**src/rtl/jtag_tap_regs.sv**
```systemverilog
// JTAG IR/BYPASS/IDCODE register stage driven by the decoded TAP state; TDO is combinational.
// Optional USER DR is built only when JTAG_USER_DR_EN is defined; otherwise USER selects BYPASS.
module jtag_tap_regs #(
  parameter int              IR_W         = 4,
  parameter int              DR_W         = 8,
  parameter logic [31:0]     IDCODE       = 32'h1234_5679,
  parameter logic [IR_W-1:0] INSTR_IDCODE = IR_W'(4'h1),
  parameter logic [IR_W-1:0] INSTR_USER   = IR_W'(4'h2)
) (
  input  logic            CLK,
  input  logic            RESETN,
  input  logic [3:0]      state,
  input  logic            tdi,
  output logic            tdo,
  output logic            tdo_en,
  output logic [IR_W-1:0] ir,
  input  logic [DR_W-1:0] user_capture,
  output logic [DR_W-1:0] user_update,
  output logic            user_update_stb
);

  localparam logic [3:0] TLR    = 4'd15;
  localparam logic [3:0] CAP_DR = 4'd6;
  localparam logic [3:0] SH_DR  = 4'd2;
  localparam logic [3:0] UPD_DR = 4'd5;
  localparam logic [3:0] CAP_IR = 4'd14;
  localparam logic [3:0] SH_IR  = 4'd10;
  localparam logic [3:0] UPD_IR = 4'd13;

  logic [IR_W-1:0] ir_sr;
  logic [31:0]     id_sr;
  logic            byp;
  logic            sel_id;
  logic            sel_usr;
  logic            usr_lsb;

  // All-ones is always BYPASS, even if a parameter collides with it.
  assign sel_id = (ir == INSTR_IDCODE) && (ir != {IR_W{1'b1}});

  always_ff @(posedge CLK) begin
    if (!RESETN) begin
      ir    <= INSTR_IDCODE;
      ir_sr <= '0;
      id_sr <= '0;
      byp   <= 1'b0;
    end else begin
      case (state)
        TLR:    ir <= INSTR_IDCODE;
        CAP_IR: ir_sr <= IR_W'(1);
        SH_IR:  ir_sr <= {tdi, ir_sr[IR_W-1:1]};
        UPD_IR: ir <= ir_sr;
        CAP_DR: begin
          if (sel_id) id_sr <= IDCODE;
          else if (!sel_usr) byp <= 1'b0;
        end
        SH_DR: begin
          if (sel_id) id_sr <= {tdi, id_sr[31:1]};
          else if (!sel_usr) byp <= tdi;
        end
        default: ;
      endcase
    end
  end

`ifdef JTAG_USER_DR_EN
  logic [DR_W-1:0] usr_sr;

  assign sel_usr = (ir == INSTR_USER) && !sel_id && (ir != {IR_W{1'b1}});
  assign usr_lsb = usr_sr[0];

  always_ff @(posedge CLK) begin
    if (!RESETN) begin
      usr_sr          <= '0;
      user_update     <= '0;
      user_update_stb <= 1'b0;
    end else begin
      user_update_stb <= 1'b0;
      if (sel_usr) begin
        case (state)
          CAP_DR: usr_sr <= user_capture;
          // Shift form that also holds for a 1-bit register.
          SH_DR:  usr_sr <= (usr_sr >> 1) | (DR_W'(tdi) << (DR_W - 1));
          UPD_DR: begin
            user_update     <= usr_sr;
            user_update_stb <= 1'b1;
          end
          default: ;
        endcase
      end
    end
  end
`else
  logic unused_cap;

  assign sel_usr         = 1'b0;
  assign usr_lsb         = 1'b0;
  assign user_update     = '0;
  assign user_update_stb = 1'b0;
  assign unused_cap      = ^{user_capture, INSTR_USER};
`endif

  assign tdo_en = (state == SH_IR) || (state == SH_DR);

  always_comb begin
    tdo = 1'b0;
    if (state == SH_IR) tdo = ir_sr[0];
    else if (state == SH_DR) tdo = sel_id ? id_sr[0] : (sel_usr ? usr_lsb : byp);
  end

endmodule

```
**config.mk**
```make
export PLATFORM = sky130hd
export DESIGN_NAME = jtag_tap_regs
export DESIGN_NICKNAME = d
export VERILOG_FILES = /design/src/rtl/jtag_tap_regs.sv
export SDC_FILE = /design/constraint.sdc
export NUM_CORES = 1
export LEC_CHECK = 0
export CORE_MARGIN = 1.5
export CORE_UTILIZATION = 55
export CTS_BUF_LIST = sky130_fd_sc_hd__clkbuf_8
export DETAILED_ROUTE_END_ITERATION = 16
export PLACE_DENSITY = 0.88
export SLEW_MARGIN = 30
export SYNTH_ARGS = -nofsm -noshare
export SYNTH_HDL_FRONTEND = slang
export SYNTH_SLANG_ARGS = --single-unit
```
**constraint.sdc**
```tcl
create_clock -name CLK -period 2.3 [get_ports CLK]
set_input_delay 0.345 -clock CLK [delete_from_list [all_inputs] [get_ports CLK]]
set_output_delay 0.345 -clock CLK [all_outputs]
set_load 0.02 [all_outputs]
```
==> qor.csv <==
metric;value;unit
status;completed;
yosysTopAreaCell;dfxtp_1;
synthCells;198;
grt_pass1_vias;1345;
hold_class;reg -> reg;
fin_area;2120;µm²
crit_buf_inv;2;
multi_input_area;898;µm²
critical_path.top_delay_family;buffers and inverters;
cts-htree-levels;2;
cts.path.max_buffers;2;
placed_cells;245;
drive_gt1_share;11.5;%
fmax;452;MHz
syn_area;1860;µm²
core_area;3130;µm²
place_congestion;0.861;
routed_wl;3750;µm
cts_buffers;5;
clk_latency;0.29;ns
nFillCells;253;
dr.pass1.iters;4;
postSynthRegisterBits;41;
io_buffers;12;
postCtsSetupBuffers;0;
grt_setup_unrepaired;false;
clockRootBuffer;clkbuf_8;
worstPathArrival;1.87;ns
max_stage_delay;0.48;ns
fin_util;67.9;%
grt_pass1_wl;6280;µm
vias;1507;
skew;0.00359;ns
min_period_over_period;96.3;%
synth_area_per_cell;9.38;µm²
clock_sinks;41;
irDropWorstVdd;464;µV
setup_viol;0;
ys_warn_count;0;
grt_max_degree;42;
synthMuxAreaShare;1.08;%
r2r_slack;0.36;ns
ys_types;29;
post_drt_via_cell_ratio;5.96;
layout_common_cells;dfxtp_1, o21ai_0, a21boi_0;
dpl_cell_area;2000;µm²
endpoint_kind;primary output;
rows;20;
postCtsHoldBufs;0;
dieArea;3730;µm²
synth_top_area_share;44.2;%
tightest_slew;0.574;ns
relSlewSlack;61.6;%
ys_seq_area_share;44.2;%
drc;0;
die_w;61.1;µm
hold_viol_final;0;
synth_top_family_by_area;compound AO/OA/AOI/OAI gates;
overflow;0;
drt_iter0_drc;40;
min_period;2.21;ns
yosys-top-cells-area;dfxtp_1, a21boi_0, o311a_1, o21ai_0, nand4b_1;
power.leakage;0.815;nW
power_density;686;nW/µm²
antenna_left;0;
cp_slowest_cell;or3b_2;
start_util;59.4;%
final-seq-area;821;µm²
antenna_found_initial;0;
cts_tree;yes;
crit_chain;clkdlybuf4s50_1 -> or3b_2 -> o31ai_1 -> dlygate4sd2_1;
clkTransAtPathRegs;0.07;ns
setup_tns;0;ns
cp-start-kind;primary input;
yosys.area_share.simple;17.0;%
fin_cells;253;
num_io_pins;30;
post_drt_wl_per_cell;14.8;µm
die_y;61.1;µm
cp_max_fo;2;
syn_to_final_growth;14.4;%
layout_commonest_cell;dfxtp_1;
layout.nets;223;
synth-xor-area-share;0;%
slew_violations;0;
synth_adder_area_share;0;%
dp_hpwl;2180;µm
synth-compound-area-share;28.2;%
crit_required;1.96;ns
cap_violations;0;
groute.usage.overall;22.9;%
diodes;0;
worstSetupPathType;in -> out;
-- power breakdown --
group          leakage, nW  internal (W)  total (W)  switching (W)
Combinational        0.420     0.0000563   0.000136      0.0000795
Sequential           0.332      0.000726   0.000733     0.00000770
Clock               0.0626      0.000349   0.000588       0.000239
Total                0.815       0.00113    0.00146       0.000326
-- metal layers --
metal	up-vias	routed length, µm	global-route usage, %
met2	47	1820	36.3
li1	735	-	-
met1	723	1730	30.5
met5	-	0	0
met4	0	22	6.21
met3	2	173	6.93
-- registers in the layout, indices dropped and copies added, names as in the netlist --
signal / cells
id_sr: 32
ir: 4
ir_sr: 4
byp: 1
-- per-stage QoR --
step	total power, W	hold slack [ns]	worst slack (ns)
floorplan	0.000851	0.448	0.170
global placement	0.000876	0.458	-0.224
global route	0.00152	0.508	0.0453
detailed placement	0.000882	0.464	-0.200
CTS	0.00146	0.473	0.0890
finish	0.00146	0.474	0.0852
-- cell type report --
type	instances	area share, %
clock buffers	6	3.89
repair buffers	23	9.60
clock inverters	2	1.59
flip-flops and latches	41	38.6
well taps	44	2.59
inverters	8	1.41
multi-input cells	129	42.3
-- path summary, 6_finish.rpt --
path	from	end	cells after the start
worst max-delay path	state[1]	tdo	4
worst min-delay path	id_sr[19]	id_sr[19]	2
worst max register to register	ir[3]	id_sr[0]	4
worst min register to register	id_sr[19]	id_sr[19]	2
-- worst register-to-register path, stage by stage, from the launching register on --
cell and delay, ns:
dfxtp_1 0.34, nor4b_2 0.37, buf_4 0.29, nand2_1 0.38
o311a_1 0.45
-- cell families after synthesis --
logic type             after synthesis
muxes                                2
DFF                                 41
buffers and inverters               36
and+or+nand+nor                     44
other                                1
AOI/OAI and AO/OA                   74
-- timing repair --
| item | in CTS | in global routing |
|---|---|---|
| resized for setup | 2 | 1 |
| cloned | 0 | 0 |
| setup endpoints to repair | 2 | 1 |
| hold endpoints to repair | 0 | 0 |
-- synthesized netlist by cell type --
| library cell | count |
|---|---|
| nor2_1 | 1 |
| inv_1 | 8 |
| nor2b_1 | 2 |
| a21boi_1 | 3 |
| nand3b_1 | 4 |
| nor3b_2 | 1 |
| or3b_2 | 3 |
| a21boi_0 | 21 |
| nand2b_1 | 1 |
| or4b_1 | 1 |
| nor3b_1 | 1 |
| clkbuf_2 | 1 |
| nand3_1 | 4 |
| buf_4 | 9 |
| and3_1 | 1 |
| o311a_1 | 15 |
| buf_2 | 2 |
| clkbuf_1 | 16 |
| mux2i_1 | 2 |
| a21o_1 | 6 |
| dfxtp_1 | 41 |
| nand2_1 | 6 |
| o31ai_1 | 1 |
| conb_1 | 1 |
| or4_1 | 8 |
| nor4b_2 | 1 |
| nand4b_1 | 9 |
| o21ai_0 | 28 |
| nor3_1 | 1 |
(Power assumes the default switching activity.)
